[src/rtl/watermark_fifo_pkg.sv]
// Shared constants and helpers for the watermark FIFO (UART TX/RX buffer).
package watermark_fifo_pkg;

    localparam int WM_MODE_RX = 0;
    localparam int WM_MODE_TX = 1;

    // Pointer width for a power-of-two depth; pointers wrap naturally at this width.
    function automatic int fifo_ptr_w(input int depth);
        return (depth > 1) ? $clog2(depth) : 1;
    endfunction

endpackage

[src/rtl/watermark_fifo_counter.sv]
// Synchronous up/down counter with parallel load, used for FIFO pointers and occupancy.
module watermark_fifo_counter #(
    parameter int W = 4
) (
    input  logic         clock,
    input  logic         reset,
    input  logic         load,
    input  logic [W-1:0] load_value,
    input  logic         inc,
    input  logic         dec,
    output logic [W-1:0] value
);

    logic [W-1:0] value_q;
    logic [W-1:0] value_d;

    always_comb begin
        value_d = value_q;
        if (load) begin
            value_d = load_value;
        end else if (inc && !dec) begin
            value_d = value_q + W'(1);
        end else if (dec && !inc) begin
            value_d = value_q - W'(1);
        end
    end

    always_ff @(posedge clock) begin
        if (reset) begin
            value_q <= '0;
        end else begin
            value_q <= value_d;
        end
    end

    assign value = value_q;

endmodule

[src/rtl/watermark_fifo.sv]
// Synchronous FWFT FIFO with full occupancy count and programmable watermark flag.
// Optional sticky overflow/underflow flags are enabled by defining WATERMARK_FIFO_ERR_EN.
module watermark_fifo
    import watermark_fifo_pkg::*;
#(
    parameter int DATA_SIZE = 8,
    parameter int DEPTH     = 8,
    parameter int WM_MODE   = 0
) (
    input  logic                     clock,
    input  logic                     reset,
    input  logic                     flush,
    input  logic                     wr_en,
    input  logic [DATA_SIZE-1:0]     wr_data,
    input  logic                     rd_en,
    output logic [DATA_SIZE-1:0]     rd_data,
    input  logic [$clog2(DEPTH):0]   watermark_level,
    output logic [$clog2(DEPTH):0]   count,
    output logic                     empty,
    output logic                     full,
    output logic                     watermark
`ifdef WATERMARK_FIFO_ERR_EN
    ,
    input  logic                     err_clear,
    output logic                     overflow,
    output logic                     underflow
`endif
);

    localparam int PTR_W = fifo_ptr_w(DEPTH);
    localparam int CNT_W = $clog2(DEPTH) + 1;

    logic [PTR_W-1:0]     rd_ptr;
    logic [PTR_W-1:0]     wr_ptr;
    logic [CNT_W-1:0]     count_q;
    logic                 rd_acc;
    logic                 wr_acc;
    logic                 rd_step;
    logic                 wr_step;
    logic [DATA_SIZE-1:0] mem [DEPTH];

    assign empty = (count_q == '0);
    assign full  = (count_q == CNT_W'(DEPTH));

    // A push while full is only taken when a pop frees the head slot in the same cycle.
    assign rd_acc = rd_en & ~empty;
    assign wr_acc = wr_en & (~full | rd_acc);

    // Flush overrides any access, so nothing advances or is written on a flush cycle.
    assign rd_step = rd_acc & ~flush;
    assign wr_step = wr_acc & ~flush;

    watermark_fifo_counter #(.W(PTR_W)) u_rd_ptr (
        .clock      (clock),
        .reset      (reset),
        .load       (flush),
        .load_value ('0),
        .inc        (rd_step),
        .dec        (1'b0),
        .value      (rd_ptr)
    );

    watermark_fifo_counter #(.W(PTR_W)) u_wr_ptr (
        .clock      (clock),
        .reset      (reset),
        .load       (flush),
        .load_value ('0),
        .inc        (wr_step),
        .dec        (1'b0),
        .value      (wr_ptr)
    );

    watermark_fifo_counter #(.W(CNT_W)) u_count (
        .clock      (clock),
        .reset      (reset),
        .load       (flush),
        .load_value ('0),
        .inc        (wr_step),
        .dec        (rd_step),
        .value      (count_q)
    );

    always_ff @(posedge clock) begin
        if (wr_step) begin
            mem[wr_ptr] <= wr_data;
        end
    end

    assign rd_data = mem[rd_ptr];
    assign count   = count_q;

    generate
        if (WM_MODE == WM_MODE_TX) begin : g_wm_tx
            assign watermark = (count_q < watermark_level);
        end else begin : g_wm_rx
            assign watermark = (count_q > watermark_level);
        end
    endgenerate

`ifdef WATERMARK_FIFO_ERR_EN
    logic overflow_q;
    logic overflow_d;
    logic underflow_q;
    logic underflow_d;

    // A new error in the same cycle as err_clear wins; flush clears unconditionally.
    always_comb begin
        overflow_d  = overflow_q;
        underflow_d = underflow_q;
        if (flush) begin
            overflow_d  = 1'b0;
            underflow_d = 1'b0;
        end else begin
            if (err_clear) begin
                overflow_d  = 1'b0;
                underflow_d = 1'b0;
            end
            if (wr_en && !wr_acc) begin
                overflow_d = 1'b1;
            end
            if (rd_en && !rd_acc) begin
                underflow_d = 1'b1;
            end
        end
    end

    always_ff @(posedge clock) begin
        if (reset) begin
            overflow_q  <= 1'b0;
            underflow_q <= 1'b0;
        end else begin
            overflow_q  <= overflow_d;
            underflow_q <= underflow_d;
        end
    end

    assign overflow  = overflow_q;
    assign underflow = underflow_q;
`endif

endmodule

[config.mk]
export PLATFORM = sky130hd
export DESIGN_NAME = watermark_fifo
export DESIGN_NICKNAME = d
export VERILOG_FILES = /design/src/rtl/watermark_fifo_pkg.sv /design/src/rtl/watermark_fifo_counter.sv /design/src/rtl/watermark_fifo.sv
export SDC_FILE = /design/constraint.sdc
export NUM_CORES = 1
export LEC_CHECK = 0
export ABC_AREA = 1
export CORE_MARGIN = 5
export CORE_UTILIZATION = 55
export DETAILED_ROUTE_END_ITERATION = 10
export GPL_TIMING_DRIVEN = 0
export PLACE_DENSITY = 0.76
export SLEW_MARGIN = 0
export SYNTH_ARGS = -nofsm -noshare
export SYNTH_HDL_FRONTEND = slang
export SYNTH_HIERARCHICAL = 1
export SYNTH_SLANG_ARGS = --single-unit
[constraint.sdc]
create_clock -name clock -period 2.8 [get_ports clock]
set_clock_uncertainty 0.15 [all_clocks]
set_input_delay 0.28 -clock clock [delete_from_list [all_inputs] [get_ports clock]]
set_output_delay 0.28 -clock clock [all_outputs]
set_load 0.01 [all_outputs]
==> results.env <==
STATUS='finished clean'
TIMING.CRITICAL_PATH.CELLS='inv_1 > nand2_1 > nor3_1 > nor3_1 > inv_1 > ha_1 > inv_1 > ha_1 > or2_1 > nand2_1 > nand2_1 > nand3_2 > a21oi_2'
TOTAL_NEGATIVE_SETUP_SLACK_NS=0
SYNTH_SIMPLE_GATE_AREA_SHARE=0.244
WIRELENGTH_UM=8060
R2R_SETUP_SLACK_NS=0.29
POWERDENSITY_nW_PER_UM2=552
DRTANTENNAVIOLNETS=0
CRITICAL-PATH-MAX-STAGE-DELAY_NS=0.48
YOSYSMOSTFREQUENTCELL='nand2_1'
DRIVE_ABOVE_1_SHARE=0.112
CORE-AREA_UM2=6830
MAIN_COMBINATIONAL_CELL_FAMILY_BY_AREA_AFTER_SYNTHESIS='simple AND/OR/NAND/NOR gates'
GRT_PASS1_VIAS=2697
TOP_POST_SYNTHESIS_CELLS_BY_COUNT='nand2_1, inv_1, edfxtp_1'
CLOCK_LATENCY_NS=0.34
CLOCKBUFFERDEPTH=2
SYNTH-COMPOUND-AREA-SHARE=0.0300
COUNT_OF_FLIP_FLOPS_WITH_A_BUILT_IN_ENABLE_AFTER_SYNTHESIS=64
CELL_INTERNAL_PWR_mW=1.83
DRT-WIRELENGTH-PER-CELL_UM=13.6
TRACK_USAGE=0.197
SETUP_REPAIR_AFTER_GLOBAL_ROUTING_MISSED_ITS_MARGIN='false'
SYNTH.AREA.MUX_SHARE=0
TIMING.MAX_SLEW.REL_SLACK=0.322
TIGHTEST_SLEW_NS=1.01
BUFFER_PORTS.INSERTED=31
P_LEAK_nW=2.12
WORSTREG2REGEND='u_count/value[3]$_SDFFE_PP0P_'
CTS-BUFFERS-INSERTED=9
SYNTH_LARGEST_AREA_CELL='edfxtp_1'
YS_TYPES=30
VIA_DENSITY=4.77
DIE_Y_UM=94.0
FINALNETCOUNT=522
IOPINCOUNT=32
ADDER_CELL_FRACTION_OF_SYNTH_AREA=0.0445
SLEW_VIOLATIONS=0
WORSTHOLDPATHCELLS=2
SYNTHESIS.INSTANCES=440
DESIGN_AREA_UM2=4540
VDD_IR_DROP_MAX_V=0.000289
REGAREA_UM2=2120
POST-CTS-SETUP-BUFFERS=0
P_COMB_FRAC=0.186
NUM_ROWS=30
DRT_FIRST_ITER_VIOLATIONS=208
YS_SEQ_AREA_FRAC=0.547
FINALHOLDVIOLATIONS=0
CTS_SINK_CNT=74
MULTIINPUTGATEAREA_UM2=1290
SYN_AREA_PER_CELL_UM2=8.81
SHORTEST_CLOCK_PERIOD_THE_WORST_PATH_ALLOWS_AFTER_LAYOUT_NS=2.51
CLKSLEWWORSTSETUPHOLDPATHS_NS=0.08
ANTENNA_VIOLATIONS_BEFORE_REPAIR=0
PLACEDINSTANCEAREA_UM2=4350
CTS.HTREE.LEVELS=3
N_ANTENNA_CELL=0
CLOCKPOWERSHARE=0.315
SYNTH.TOP_CELL.AREA_SHARE=0.496
CRIT_ARRIVAL_NS=2.58
YOSYS-TOP-CELLS-AREA='edfxtp_1, nand2_1, inv_1'
GLOBALPLACE.CONGESTION=0.799
TIMING.FINAL.CRIT_SHARE=0.896
CRITPATHCAPTURETYPE='register'
FIRST_PASS_ITERS=5
SYNTH-WARNING-COUNT=6
HOLD_END='u_count/value[2]$_SDFFE_PP0P_'
SETUP-VIOLATIONS-FINAL=0
SYNTH_FLOP_CELL='edfxtp_1'
DESIGN.DIE.AREA_UM2=8830
SWITCHING_POWER_TOTAL_mW=0.672
POWER.SWITCHING_FRACTION=0.268
YS_ASYNC_SR_FRACTION=0
CRIT_PATH_MAX_FANOUT=6
MAXCAPVIOLATIONS=0
LAYOUT-AREA-OVERHEAD-VS-SYNTH_PCT=17.2
CRIT_TYPE='reg2reg'
DR_TOTAL_VIAS=2835
POWER_SHARE_OF_THE_SEQUENTIAL_GROUP=0.500
RR_STARTPOINT='u_count/value[0]$_SDFFE_PP0P_'
CRIT_PATH_START_KIND='register'
SYNTH_AREA_UM2=3880
TIMING_LIMITED_MAXIMUM_FREQUENCY_GHz=0.399
HOLDCRITPATHCLASS='reg2reg'
WORST-ENDPOINT-REQUIRED_NS=2.87
DP_HPWL_UM=5470
DRC=0
CRIT_SLOWEST_CELL='dfxtp_1'
FINAL.FILL_COUNT=564
TRITONCTS='yes'
HOLD_START='u_count/value[2]$_SDFFE_PP0P_'
GRT_FIRST_PASS_WIRELENGTH_UM=13000
YOSYS.AREA_SHARE.XOR_XNOR=0.00226
OVERFLOW=0
GRT_START_MAX_NET_PINS=18
DIEWIDTH_UM=94.0
ROOT_BUFFER='clkbuf_8'
FLOORPLAN.INITIALDENSITY=0.567
SYNTH_SEQ_CELLS=74
RR_WORST_DEPTH=13
worst max-delay path: cells and delay by family, from the launching register on:
family	cells	cell delay [ns]
AO/OA/AOI/OAI	1	0.05
adder cells (fa/ha/maj)	2	0.48
buffers and inverters	3	0.34
flip-flops	1	0.48
AND/OR/NAND/NOR	7	0.88
cell families (layout without fill, tap and decap cells):
family          count (synthesis)  in the layout
compound gates                 15             15
xor+xnor                        1              1
fa+ha+maj                      12             12
buf+inv                       118            165
flops                          74             74
other cells                     1             12
simple gates                  219            219
worst max path at each step:
stage                                              from                             to
after floorplan           u_count/value[0]$_SDFFE_PP0P_  u_count/value[3]$_SDFFE_PP0P_
after global placement                            flush  u_count/value[3]$_SDFFE_PP0P_
after detailed placement                          flush  u_count/value[3]$_SDFFE_PP0P_
after CTS                                         flush  u_count/value[3]$_SDFFE_PP0P_
after global routing      u_count/value[0]$_SDFFE_PP0P_  u_count/value[3]$_SDFFE_PP0P_
final                     u_count/value[0]$_SDFFE_PP0P_  u_count/value[3]$_SDFFE_PP0P_
sequential cells by signal, summed over array words and instances, names as in the netlist:
signal,flops
u_count/value,4
u_wr_ptr/value,3
mem,64
u_rd_ptr/value,3
power by group through the flow:
stage | Clock (mW) | Sequential [mW] | Combinational, mW
global placement | 0 | 1.28 | 0.452
floorplan | 0 | 1.27 | 0.285
CTS | 0.799 | 1.25 | 0.465
detailed placement | 0 | 1.28 | 0.463
global route | 0.847 | 1.26 | 0.519
finish | 0.789 | 1.25 | 0.466
per-stage QoR:
| step | worst slack [ns] | util | cells | hold WS, ns | total power [mW] |
|---|---|---|---|---|---|
| after floorplan | 0.494 | - | 451 | 0.192 | 1.56 |
| after global placement | -0.231 | 0.636 | 578 | 0.440 | 1.73 |
| after detailed placement | -0.277 | 0.636 | 578 | 0.449 | 1.74 |
| after CTS | 0.0881 | 0.664 | 594 | 0.460 | 2.52 |
| after global routing | 0.0772 | 0.665 | 594 | 0.517 | 2.62 |
| final | 0.292 | 0.665 | 594 | 0.466 | 2.51 |
cell usage in the layout (no fill, tap or decap), types with 2 or more instances in the layout:
cell | netlist | final
buf_4 | 3 | 3
o21bai_1 | 2 | 2
nor3_1 | 2 | 2
clkbuf_8 | 0 | 9
edfxtp_1 | 64 | 64
ha_1 | 9 | 9
nand3_1 | 50 | 50
nand2_1 | 133 | 133
buf_2 | 2 | 2
clkdlybuf4s50_1 | 0 | 30
o211ai_1 | 2 | 2
nand3_2 | 2 | 2
inv_1 | 102 | 102
a21oi_1 | 2 | 2
inv_2 | 4 | 4
o21ai_2 | 2 | 2
a21oi_2 | 3 | 3
conb_1 | 1 | 12
nor2_2 | 3 | 3
buf_6 | 5 | 5
dfxtp_1 | 10 | 10
nor2_1 | 14 | 14
fa_1 | 3 | 3
clkinvlp_4 | 0 | 2
clkinv_2 | 0 | 2
nand2_2 | 14 | 14
per-layer routing:
layer	vias to the layer above	part of all wire	wire, um	track usage
met5	-	0	0	0
met4	0	0.0077	62	0.0602
met3	9	0.048	388	0.0321
met2	67	0.50	4000	0.328
met1	1299	0.45	3610	0.264
li1	1460	-	-	-
final cells by class:
| class | count | area share |
|---|---|---|
| Inverter | 107 | 0.0890 |
| Clock buffer | 9 | 0.0273 |
| Clock inverter | 7 | 0.0149 |
| Tap cell | 96 | 0.0264 |
| Timing Repair Buffer | 31 | 0.0689 |
| Sequential cell | 74 | 0.467 |
| Multi-Input combinational cell | 259 | 0.283 |
| Buffer | 11 | 0.0229 |
timing repair:
action                     in CTS  in global routing
gates resized for setup         0                  1
hold buffers                    0                  0
setup endpoints to repair       0                  1
hold endpoints to repair        0                  0
No activity file was read; power rests on OpenSTA's default activity.
